`config.mk`:
```
export PLATFORM = sky130hd
export DESIGN_NAME = bin2bcd_seg_fmt
export DESIGN_NICKNAME = d
export VERILOG_FILES = /design/src/rtl/seg_pkg.sv /design/src/rtl/bcd_adj3.sv /design/src/rtl/bin2bcd_seg_fmt.sv
export SDC_FILE = /design/constraint.sdc
export NUM_CORES = 1
export LEC_CHECK = 0
export ABC_AREA = 1
export CAP_MARGIN = 30
export CORE_MARGIN = 2
export CORE_UTILIZATION = 55
export CTS_CLUSTER_DIAMETER = 60
export DETAILED_ROUTE_END_ITERATION = 7
export PLACE_DENSITY_LB_ADDON = 0.3
export SLEW_MARGIN = 20
export SYNTH_ARGS = -nofsm -noshare
export SYNTH_HDL_FRONTEND = slang
export SYNTH_SLANG_ARGS = --single-unit
```
`constraint.sdc`:
```
create_clock -name sys_clk -period 3.2 [get_ports sys_clk]
set_clock_uncertainty 0.2 [all_clocks]
set_input_delay 0.48 -clock sys_clk [delete_from_list [all_inputs] [get_ports sys_clk]]
set_output_delay 0.48 -clock sys_clk [all_outputs]
set_load 0.01 [all_outputs]
```
`src/rtl/seg_pkg.sv`:
```
// Shared definitions for the binary-to-BCD display formatter and the seg display driver.
package seg_pkg;
  localparam logic [3:0] BLANK_CODE  = 4'd10;
  localparam logic [3:0] MINUS_CODE  = 4'd11;
  localparam logic [3:0] PREFIX_CODE = 4'd15;
  localparam int         MAX_DATA_W  = 26;

  typedef enum logic [1:0] {IDLE, SHIFT, BLANK, DONE} state_e;
endpackage

```
`src/rtl/bcd_adj3.sv`:
```
// Double-dabble correction cell: a BCD nibble of 5 or more gets +3 before the next shift.
module bcd_adj3 (
  input  logic [3:0] d_i,
  output logic [3:0] q_o
);
  assign q_o = (d_i >= 4'd5) ? 4'(d_i + 4'd3) : d_i;
endmodule

```
`src/rtl/bin2bcd_seg_fmt.sv`:
```
// Sequential shift-add-3 binary-to-BCD converter producing the 8-digit display word
// with optional leading-zero blanking; one input bit per clock.
module bin2bcd_seg_fmt
  import seg_pkg::*;
#(
  parameter int DATA_W     = 8,
  parameter int NDIG       = 8,
  parameter int LEAD_BLANK = 1
) (
  input  logic              sys_clk,
  input  logic              sys_rst_n,
  input  logic [DATA_W-1:0] in_data,
  input  logic              in_vld,
  output logic              in_rdy,
  output logic [31:0]       seg_val,
  output logic              out_vld,
  output logic              busy
);
  localparam int CNT_W = 5;

  if (DATA_W < 1 || DATA_W > MAX_DATA_W) begin : g_bad_data_w
    $error("bin2bcd_seg_fmt: DATA_W=%0d outside 1..%0d", DATA_W, MAX_DATA_W);
  end
  if (NDIG != 8) begin : g_bad_ndig
    $error("bin2bcd_seg_fmt: NDIG must be 8, got %0d", NDIG);
  end

  state_e            state_q, state_d;
  logic [DATA_W-1:0] shreg_q, shreg_d;
  logic [31:0]       bcd_q, bcd_d, bcd_adj;
  logic [CNT_W-1:0]  cnt_q, cnt_d;
  logic [31:0]       seg_q, seg_d;

  for (genvar g = 0; g < NDIG; g++) begin : g_adj
    bcd_adj3 u_adj (
      .d_i (bcd_q[4*g +: 4]),
      .q_o (bcd_adj[4*g +: 4])
    );
  end

  // Nibble 0 is never blanked so a zero value still shows a single "0".
  function automatic logic [31:0] blank_lead(input logic [31:0] bcd);
    logic seen;
    blank_lead = bcd;
    seen       = 1'b0;
    for (int k = NDIG - 1; k >= 1; k--) begin
      if (bcd[4*k +: 4] != 4'd0) seen = 1'b1;
      if (!seen && LEAD_BLANK != 0) blank_lead[4*k +: 4] = BLANK_CODE;
    end
  endfunction

  always_comb begin
    state_d = state_q;
    shreg_d = shreg_q;
    bcd_d   = bcd_q;
    cnt_d   = cnt_q;
    seg_d   = seg_q;
    case (state_q)
      IDLE: begin
        if (in_vld) begin
          shreg_d = in_data;
          bcd_d   = '0;
          cnt_d   = CNT_W'(DATA_W - 1);
          state_d = SHIFT;
        end
      end
      SHIFT: begin
        bcd_d   = {bcd_adj[30:0], shreg_q[DATA_W-1]};
        shreg_d = shreg_q << 1;
        if (cnt_q == '0) state_d = BLANK;
        else             cnt_d   = cnt_q - 1'b1;
      end
      BLANK: begin
        seg_d   = blank_lead(bcd_q);
        state_d = DONE;
      end
      DONE:    state_d = IDLE;
      default: state_d = IDLE;
    endcase
  end

  // Control and display registers: cleared by reset so an aborted conversion leaves no trace.
  always_ff @(posedge sys_clk or negedge sys_rst_n) begin
    if (!sys_rst_n) begin
      state_q <= IDLE;
      cnt_q   <= '0;
      seg_q   <= {8{BLANK_CODE}};
    end else begin
      state_q <= state_d;
      cnt_q   <= cnt_d;
      seg_q   <= seg_d;
    end
  end

  // Working datapath registers: always reloaded on accept, so no reset needed.
  always_ff @(posedge sys_clk) begin
    shreg_q <= shreg_d;
    bcd_q   <= bcd_d;
  end

  assign in_rdy  = (state_q == IDLE);
  assign busy    = (state_q != IDLE);
  assign out_vld = (state_q == DONE);
  assign seg_val = seg_q;
endmodule

```
# Yosys cells after proc, flatten, opt, wreduce, memory -nomap -nowiden
# Index checks and enable logic that the tools add are counted.
# op_classes
addsub	9
magnitude_cmp	8
eq_ne	6
mux	39
reduce_logical	14
# ops
cell	count
one-hot mux 32 bit (2 select lines)	1
2-to-1 mux 4 bit	14
>= comparator 4 x 3 -> 1 bit (second input constant)	8
2-to-1 mux 32 bit	1
adder 4 x 2 -> 4 bit (second input constant)	7
nonzero test 4 bit	7
one-hot mux 8 bit (2 select lines)	1
2-to-1 mux 1 bit	14
2-to-1 mux 5 bit	2
one-hot mux 5 bit (2 select lines)	1
2-to-1 mux 8 bit	1
one-hot mux 2 bit (4 select lines)	1
!= test 2 bit (second input constant)	3
zero test 5 bit	1
subtractor 5 x 1 -> 5 bit (second input constant)	1
== test 2 bit (second input constant)	2
2-to-1 mux 2 bit	2
AND reduction 2 bit	2
nonzero test 2 bit	2
adder 3 x 2 -> 3 bit (second input constant)	1
2-to-1 mux 3 bit	1
AND reduction 3 bit	1
== test 2 x 1 -> 1 bit (second input constant)	1
zero test 2 bit	1
# word_totals
register_bits	79
input_bits	11
output_inout_bits	35
wordCells	81

# Logic depth before layout (Yosys ltp)
# Gate-level depths: netlist of run 1.
# depth
depth_word	16
depth_mapped	10
ltp_nobuf	10

# Modules after synthesis
# From an unflattened synthesis of run 1, not the netlist that was laid out.
# unflattened
cells_unflattened	524
hier_area_um2	4410.5
# modules_own_cells
module	instances	cells_each	area_each_um2	seq_area_each_um2
bin2bcd_seg_fmt	1	340	3329.4	2197.1
bcd_adj3	8	23	135.1	0.0

# Worst setup path after synthesis of run 1
# No wires, ideal clock.
# synth_timing
path_kind	register -> register
start	reg state_q[1]
end	reg cnt_q[2]
setup_ps	126
arrival_time_ps	2123
t_required_ps	2874
slack_ps	751
path_stages_with_launch	11
n_path_buf	1
synth_period_minus_slack_ps	2449
cell_sequence	dfrtp_1 > inv_1 > ha_1 > buf_4 > inv_4 > o21ai_4 > nand2_2 > nand2_2 > nand2_1 > a21boi_0 > o21ai_1
# synth_between
elab_chain_cells	3
# synth_rtl
item	line_no	source
from (decl)	bin2bcd_seg_fmt.sv:28	state_e state_q, state_d;
from (signal assigned)	bin2bcd_seg_fmt.sv:89	state_q <= state_d;
== test 2 x 1 -> 1 bit or zero test 2 bit (tied branches)	bin2bcd_seg_fmt.sv:58	case (state_q)
!= test 2 bit (no source line) or nonzero test 2 bit (tied branches)	-	
AND reduction 3 bit (no source line)	-	
to (signal assigned)	bin2bcd_seg_fmt.sv:90	cnt_q <= cnt_d;
to (decl)	bin2bcd_seg_fmt.sv:31	logic [CNT_W-1:0] cnt_q, cnt_d;
# Parallel ways exist; a longest one is shown, timed or not.
# A chain may end at the register's enable or synchronous reset.

# Final worst setup path of run 1
# Ends and elaborated chain as after synthesis.

==> metrics.cfg, run 1 <==
[clock_network]
worstSkewPairLatency_ns = 0.34
htreeDepth = 3
root_buffer = clkbuf_8
clkSinkCount = 79
clk_pin_slew_ns = 0.08
cts_buffer_depth = 2
cts_tree = built
numCtsBuffers = 9

[die]
start_util = 0.576
rows = 30
dieArea_um2 = 7890
fp.dieW_um = 88.8
pin_count = 46
core_area_um2 = 6870
die_h_um = 88.8

[sta]
maxSlewViolCount = 0
fin_tns_setup_ns = 0
fin_crit_sh = 0.763
clock.fmax_mhz = 409
relSlewSlack = 0.529
rsz0062_at_grt = no
tightestPinTransition_ns = 0.704
layout_min_cycle_time_ns = 2.44
final-setup-viol-count = 0
hold_violations = 0

[final_layout]
nFillCells = 544
area_growth_pct = 20.7
layout_common_cells = nand2_1 (100), clkdlybuf4s50_1 (44), inv_1 (42)
drive_gt1_frac = 0.0957
layout_commonest_cell = nand2_1
utilization = 0.695
seq_area_um2 = 2200
diodes = 0
multi_input_area_um2 = 1550
nets = 503

[detailed_routing]
vias = 2963
ant_nets = 0
drt_first_iter_violations = 153
vias_per_cell = 5.23
wl_per_cell_um = 13.6
drc = 0
firstDrtPassIters = 4
drt_wl_total_mm = 7.71

[yosys]
synth-compound-area-share = 0.114
synth_ff_type = edfxtp_1
synth_top_family_by_area = simple AND/OR/NAND/NOR gates
syn-num-nets = 453
seq_area_frac_synth = 0.555
synth_simple_gate_area_frac = 0.171
syn_inst = 415
synth.ff_latch_count = 79
syn_area_per_cell_um2 = 9.53
synth_xor_area_frac = 0.0199
async_reset_ff_frac = 0.494
ys_types = 30
synth_edf_count = 40
synth_top_area_frac = 0.304
synth.area.top_cells = edfxtp_1 (30%), dfrtp_1 (15%), dfstp_2 (11%), nand2_1 (9.5%), ha_1 (8.5%)
synthAdderAreaFrac = 0.0854
yosys_warnings = 0
yosysTopAreaCell = edfxtp_1
syn_area_um2 = 3960
muxShareOfSynthArea = 0

[global_route]
grt_antenna_before_repair = 0
grt_first_pass_wirelength_mm = 13.0
overflow = 0
grt_usage = 0.216
grt_pass1_vias = 2899
grt_max_degree = 40

[worst_setup_path]
r2r_end = cnt_q[2]
crit_start = state_q[1]
r2r-start = state_q[1]
arrival_ns = 2.47
endpoint_kind = register
rrSetupSlack_ns = 0.76
path_class = reg -> reg
reg2reg_depth = 9
critPathMaxFanout = 21
critPathRequiredTime_ns = 3.23
cp-endpoint = cnt_q[2]
startpoint_type = register

[min_path]
hold_path.class = reg -> reg

[placement]
gp_congestion = 0.775
io_buffer_count = 45
hpwl_mm = 5.10

[outcome]
status = complete, no violations

[pwr]
power-per-cell-area_nw_per_um2 = 1120
vdd_drop_max_v = 0.000542
leakage_nw = 2.07

[run]
maxCapViolations = 0

-- cell usage after synthesis, types with 2 or more instances --
cell type / number
nand2_2: 3
nor3_1: 5
nand3_1: 6
dfrtp_1: 23
a31oi_1: 9
inv_1: 42
ha_1: 27
nor3b_1: 2
clkbuf_1: 10
nor2_4: 2
a21oi_1: 34
nand2_1: 100
edfxtp_1: 40
o21ai_0: 34
xor2_1: 9
dfstp_2: 16
nor2_1: 40
-- sequential cells by signal, summed over array words and instances, names as in the netlist --
signal,cells
bcd_q,32
seg_val,32
shreg_q,8
cnt_q,5
state_q,2
-- routing by layer --
layer  vias to the layer above  global-route usage  part of all wire
met5                         -                   0                 0
li1                       1464                   -                 -
met2                        60               0.368              0.50
met3                        13              0.0373             0.033
met1                      1426               0.270              0.45
met4                         0              0.0964             0.020
-- through the flow --
stage | instance area [um2] | hold slack (ns) | instances | setup WS [ns] | total power, mW
6_report | 4780 | 0.264 | 566 | 0.758 | 5.36
3_3_place_gp | 4490 | 0.251 | 547 | 0.883 | 4.37
4_1_cts | 4720 | 0.0793 | 563 | 0.751 | 5.36
5_1_grt | 4780 | 0.271 | 566 | 0.522 | 5.81
2_1_floorplan | 3960 | -0.0156 | 415 | 0.751 | 3.61
3_5_place_dp | 4490 | 0.253 | 547 | 0.760 | 4.48
-- worst max-delay path: stages, from the launching register on --
cell and delay, ns:
dfrtp_1 0.41, inv_1 0.12, ha_1 0.23, inv_4 0.12, o21ai_4 0.58, nand2_2 0.17
nand2_2 0.17, nand2_1 0.08, a21boi_0 0.15, o21ai_1 0.08
-- layout make-up --
cell class	instances	share of cell area
well taps	96	0.0252
clock buffers	12	0.0283
clock inverters	4	0.0196
repair buffers	51	0.109
flip-flops and latches	79	0.460
multi-input cells	281	0.324
inverters	43	0.0343
-- where the power goes --
| part | total, mW | internal [mW] | switching (mW) | leakage [nW] |
|---|---|---|---|---|
| combinational | 2.36 | 0.953 | 1.41 | 1.12 |
| sequential | 2.13 | 1.78 | 0.352 | 0.836 |
| clock | 0.862 | 0.517 | 0.345 | 0.112 |
| total | 5.36 | 3.25 | 2.11 | 2.07 |
-- logic make-up (layout without fill, tap and decap cells) --
family,after synthesis,after routing
AOI/OAI and AO/OA,83,83
buffers and inverters,55,110
and+or+nand+nor,162,162
xor gates and xnor gates,9,9
adders and majority gates,27,27
DFF,79,79
-- worst min-delay path by stage --
stage / cells past startpoint / slack (ns) / endpoint / startpoint
detailed placement: 2 / 0.25 / seg_val[3] / seg_val[3]
floorplan: 0 / -0.02 / cnt_q[0] / sys_rst_n
CTS: 1 / 0.08 / seg_val[14] / sys_rst_n
global route: 2 / 0.27 / seg_val[3] / seg_val[3]
finish: 2 / 0.26 / seg_val[3] / seg_val[3]
global placement: 2 / 0.25 / seg_val[3] / seg_val[3]
-- timing repair --
item,4_1_cts,5_1_grt
setup buffers,0,0
endpoints found under the hold margin,0,8
hold buffers,0,1
gates resized for setup,0,0
endpoints found under the setup margin,0,0
(Power assumes the default switching activity.)
==> inputs of run 2 (changes only) <==
--- a/config.mk
+++ b/config.mk
@@ -8,7 +8,7 @@
 export ABC_AREA = 1
 export CAP_MARGIN = 30
 export CORE_MARGIN = 2
-export CORE_UTILIZATION = 55
+export CORE_UTILIZATION = 51
 export CTS_CLUSTER_DIAMETER = 60
 export DETAILED_ROUTE_END_ITERATION = 7
 export PLACE_DENSITY_LB_ADDON = 0.3
==> constraint.sdc (replaced) <==
create_clock -name sys_clk -period 2 [get_ports sys_clk]
set_clock_uncertainty 0.2 [all_clocks]
set_input_delay 0.3 -clock sys_clk [delete_from_list [all_inputs] [get_ports sys_clk]]
set_output_delay 0.3 -clock sys_clk [all_outputs]
set_load 0.01 [all_outputs]
==> metrics.cfg, run 2 (synthesis gave the netlist of run 1 again) <==
[outcome]
status = complete, no violations

[worst_setup_path]
startpoint_type = register
critPathRequiredTime_ns = 1.50  ; -1.73 ns
reg2reg_depth = 6  ; -3
cp-endpoint = seg_val[25]
cp.depth = 1  ; -8
path_delay_family = flip-flops
crit_chain = clkdlybuf4s50_1
path_class = reg -> out
crit_start = seg_val[25]
crit_slowest_cell = dfstp_2
rrSetupSlack_ns = 0.07  ; -0.69 ns
max_stage_delay_ns = 0.55  ; -0.03 ns
endpoint_kind = output port
arrival_ns = 1.44  ; -1.03 ns
r2r_end = bcd_q[9]
r2r-start = bcd_q[8]
cp.buffers_inverters = 1  ; -1
critPathMaxFanout = 2  ; -90%

[die]
core_area_um2 = 7610  ; +11%
dieArea_um2 = 8480  ; +7.5%
start_util = 0.520  ; -0.0559
die_h_um = 92.1  ; +3.7%
fp.dieW_um = 92.1  ; +3.7%
pin_count = 46  ; unchanged
rows = 32  ; +6.7%

[clock_network]
htreeDepth = 3  ; unchanged
numCtsBuffers = 9  ; unchanged
cts_tree = built
root_buffer = clkbuf_8
cts_buffer_depth = 2  ; unchanged
clkSinkCount = 79  ; unchanged
worstSkewPairLatency_ns = 0.36  ; +0.02 ns
clk_pin_slew_ns = 0.09  ; about the same

[detailed_routing]
firstDrtPassIters = 5  ; +1
drt_first_iter_violations = 174  ; +14%
vias_per_cell = 5.18  ; -1.1%
drt_wl_total_mm = 8.10  ; +5.0%
vias = 3003  ; +1.3%
drc = 0  ; unchanged
wl_per_cell_um = 14.0  ; +2.5%
ant_nets = 0  ; unchanged

[final_layout]
design_area_um2 = 4930  ; +3.1%
nets = 511  ; +1.6%
diodes = 0  ; unchanged
seq_area_um2 = 2200  ; unchanged
multi_input_area_um2 = 1600  ; +3.5%
nFillCells = 650  ; +19%
drive_gt1_frac = 0.140  ; +0.0444
layout_common_cells = nand2_1 (97), clkdlybuf4s50_1 (41), edfxtp_1 (40)
area_growth_pct = 24.5
fin_cells = 580  ; +2.5%
layout_commonest_cell = nand2_1

[placement]
io_buffer_count = 45  ; unchanged
hpwl_mm = 5.21  ; +2.1%
place_area_um2 = 4620  ; +2.7%
gp_congestion = 0.796  ; +2.8%
placed_cells = 558  ; +2.0%

[pwr]
leakage_nw = 2.13  ; +2.9%
power-per-cell-area_nw_per_um2 = 1820  ; +62%
vdd_drop_max_v = 0.000875  ; +61%
power_mw = 8.96  ; +67%

[sta]
relSlewSlack = 0.700  ; +0.171
tightestPinTransition_ns = 0.445  ; -0.259 ns
layout_min_cycle_time_ns = 1.94
fin_crit_sh = 0.971
clock.fmax_mhz = 515
maxSlewViolCount = 0  ; unchanged
hold_violations = 0  ; unchanged
final-setup-viol-count = 0  ; unchanged
hold_slack_ns = 0.239  ; -0.0245 ns
fin_tns_setup_ns = 0  ; unchanged

[global_route]
grt_antenna_before_repair = 0  ; unchanged
grt_pass1_vias = 2956  ; +2.0%
grt_max_degree = 40  ; unchanged
grt_first_pass_wirelength_mm = 13.8  ; +5.6%
overflow = 0  ; unchanged
grt_usage = 0.209  ; -0.00754

[run]
maxCapViolations = 0  ; unchanged

[min_path]
hold_path.class = in -> async

## run 2: cell count changes in the layout (fill, tap and decap cells not counted), moves of 2 or more
cell / previous run / this run
clkinv_2: 0 / 2
nand2_2: 3 / 5
clkdlybuf4s50_1: 44 / 41
buf_12: 0 / 4
clkbuf_1: 3 / 1
nand2_1: 100 / 97
ha_1: 27 / 24
ha_4: 0 / 2
buf_4: 3 / 9
inv_2: 0 / 3
inv_1: 42 / 39
dlygate4sd2_1: 0 / 3
## run 2: per-layer routing
metal,track usage,part of all wire,up-vias
met2,0.349,0.49,72
met5,0,0,-
met3,0.0296,0.033,14
li1,-,-,1481
met4,0.0933,0.021,0
met1,0.271,0.46,1436
## run 2: cell type report
cell class              instances  share of cell area
inverters                      43              0.0338
multi-input cells             281               0.325
repair buffers                 59               0.122
well taps                     102              0.0259
clock buffers                  10              0.0259
flip-flops and latches         79               0.446
clock inverters                 6              0.0221
## run 2: how the worst min path moves through the flow
stage                   start          end  slack, ns  cells past startpoint
finish              sys_rst_n   seg_val[2]       0.24                      3
global route        sys_rst_n  seg_val[30]       0.28                      3
CTS                 sys_rst_n  seg_val[30]       0.24                      3
detailed placement  sys_rst_n   seg_val[2]       0.09                      2
global placement    sys_rst_n   seg_val[2]       0.09                      2
floorplan           sys_rst_n     cnt_q[0]      -0.20                      0
## run 2: what timing repair did
item	in CTS	in global routing
setup endpoints to repair	3	8
resized for setup	6	5
endpoints found under the hold margin	39	0
hold buffers	1	0
buffers inserted	2	3
## run 2: metrics by stage
stage	util	worst slack, ns
after detailed placement	0.607	-0.0116
after global routing	0.648	-0.0184
after global placement	0.607	0.138
final	0.648	0.0579
after floorplan	-	-0.394
after CTS	0.643	0.0314
## run 2: report_power, final
group / leakage, nW / switching (mW) / total [mW] / internal [mW]
clock network: 0.120 / 0.600 / 1.43 / 0.828
registers: 0.836 / 0.593 / 3.44 / 2.85
logic: 1.17 / 2.35 / 4.09 / 1.73
==> inputs of run 3 (changes only) <==
--- a/config.mk
+++ b/config.mk
@@ -6,9 +6,10 @@
 export NUM_CORES = 1
 export LEC_CHECK = 0
 export ABC_AREA = 1
-export CAP_MARGIN = 30
+export CELL_PAD_IN_SITES_DETAIL_PLACEMENT = 0
+export CELL_PAD_IN_SITES_GLOBAL_PLACEMENT = 1
 export CORE_MARGIN = 2
-export CORE_UTILIZATION = 51
+export CORE_UTILIZATION = 39
 export CTS_CLUSTER_DIAMETER = 60
 export DETAILED_ROUTE_END_ITERATION = 7
 export PLACE_DENSITY_LB_ADDON = 0.3
==> metrics.cfg, run 3 (synthesis gave the netlist of run 1 again) <==
[placement]
place_ws_ns = 0.0793  ; +0.0909 ns
io_buffer_count = 45  ; unchanged
gp_congestion = 0.763  ; -4.2%
hpwl_mm = 5.45  ; +4.7%

[final_layout]
layout_common_cells = nand2_1 (97), clkdlybuf4s50_1 (41), inv_1 (40), edfxtp_1 (40), nor2_1 (39)
utilization = 0.501  ; -0.147
drive_gt1_frac = 0.141  ; +0.00120
nFillCells = 1003  ; +54%
layout_commonest_cell = nand2_1
diodes = 0  ; unchanged
nets = 514  ; +0.59%
area_growth_pct = 24.2

[clock_network]
numCtsBuffers = 9  ; unchanged
clkSinkCount = 79  ; unchanged
worstSkewPairLatency_ns = 0.35  ; about the same
clk_pin_slew_ns = 0.09  ; about the same
cts_tree = built
htreeDepth = 3  ; unchanged
cts_buffer_depth = 2  ; unchanged
root_buffer = clkbuf_8

[worst_setup_path]
endpoint_kind = output port
crit_chain = clkdlybuf4s50_1
max_stage_delay_ns = 0.56  ; about the same
crit_slowest_cell = dfstp_2
cp.buffers_inverters = 1  ; unchanged
path_delay_family = flip-flops
critPathRequiredTime_ns = 1.50  ; about the same
startpoint_type = register
arrival_ns = 1.43  ; about the same
critPathMaxFanout = 2  ; unchanged
path_class = reg -> out

[die]
die_h_um = 105  ; +14%
start_util = 0.403  ; -0.117
fp.dieW_um = 105  ; +14%
pin_count = 46  ; unchanged
core_area_um2 = 9820  ; +29%
rows = 36  ; +13%
dieArea_um2 = 11000  ; +29%

[detailed_routing]
drt_wl_total_mm = 8.18  ; +1.0%
wl_per_cell_um = 13.3  ; -4.6%
drc = 0  ; unchanged
ant_nets = 0  ; unchanged
vias = 2923  ; -2.7%
drt_first_iter_violations = 115  ; -34%
vias_per_cell = 4.76  ; -8.1%
firstDrtPassIters = 4  ; -1

[sta]
clock.fmax_mhz = 517  ; +0.45%
layout_min_cycle_time_ns = 1.93  ; -0.00874 ns
final-setup-viol-count = 0  ; unchanged
fin_crit_sh = 0.967  ; -0.00437
relSlewSlack = 0.650  ; -0.0500
tightestPinTransition_ns = 0.525  ; +0.0797 ns
hold_slack_ns = 0.263  ; +0.0238 ns
maxSlewViolCount = 0  ; unchanged
finalWorstSetupSlack_ns = 0.0666  ; +0.00874 ns
rsz0062_at_grt = no
hold_violations = 0  ; unchanged

[global_route]
grt_antenna_before_repair = 0  ; unchanged
grt_first_pass_wirelength_mm = 13.9  ; +1.3%
grt_usage = 0.158  ; -0.0502
grt_pass1_vias = 2848  ; -3.7%
grt_max_degree = 40  ; unchanged
overflow = 0  ; unchanged

[pwr]
power-per-cell-area_nw_per_um2 = 1760  ; -3.2%
leakage_nw = 2.11  ; -1.2%
vdd_drop_max_v = 0.000626  ; -28%

[outcome]
status = complete, no violations

[min_path]
hold_path.class = reg -> reg

[run]
maxCapViolations = 0  ; unchanged

-- run 3: report_power, final --
part	total (mW)	switching (mW)	internal [mW]
registers	3.41	0.568	2.85
logic	4.07	2.35	1.71
clock network	1.17	0.598	0.571
total	8.65	3.52	5.13
-- run 3: repair_timing --
action | in CTS | in global routing
endpoints found under the setup margin | 2 | 8
pin swaps | 0 | 2
resized for setup | 5 | 5
hold endpoints to repair | 23 | 0
setup buffers | 2 | 3
hold buffers | 1 | 0
-- run 3: layer usage --
metal	GRT usage	vias to the layer above	routed length, um
met5	0	-	0
met4	0.0571	0	127
met3	0.0243	10	232
met2	0.258	40	3830
met1	0.214	1385	4000
li1	-	1488	-
-- run 3: stage by stage --
step	total power [mW]	TNS, ns	cell area [um2]	std cells
CTS	8.71	0	4870	611
global route	9.44	0	4910	614
floorplan	5.84	-6.18	3990	415
detailed placement	7.48	0	4650	592
global placement	7.41	0	4650	592
finish	8.65	0	4910	614
-- run 3: layout make-up --
type,count,area (um2),area share
Clock buffer,10,128,0.0260
Multi-Input combinational cell,281,1600,0.325
Inverter,43,166,0.0339
Timing Repair Buffer,62,597,0.121
Tap cell,133,166,0.0339
Clock inverter,6,61.3,0.0125
Sequential cell,79,2200,0.447
-- run 3: path summary, 6_finish.rpt --
path,endpoint,cells past startpoint,startpoint,slack (ns)
worst max-delay path,seg_val[15],1,seg_val[15],0.07
worst min-delay path,seg_val[3],2,seg_val[3],0.26
worst max register to register,seg_val[8],9,bcd_q[24],0.15
worst min register to register,seg_val[3],2,seg_val[3],0.26
max in group asynchronous,seg_val[5],3,sys_rst_n,0.87
min in group asynchronous,cnt_q[3],3,sys_rst_n,0.34
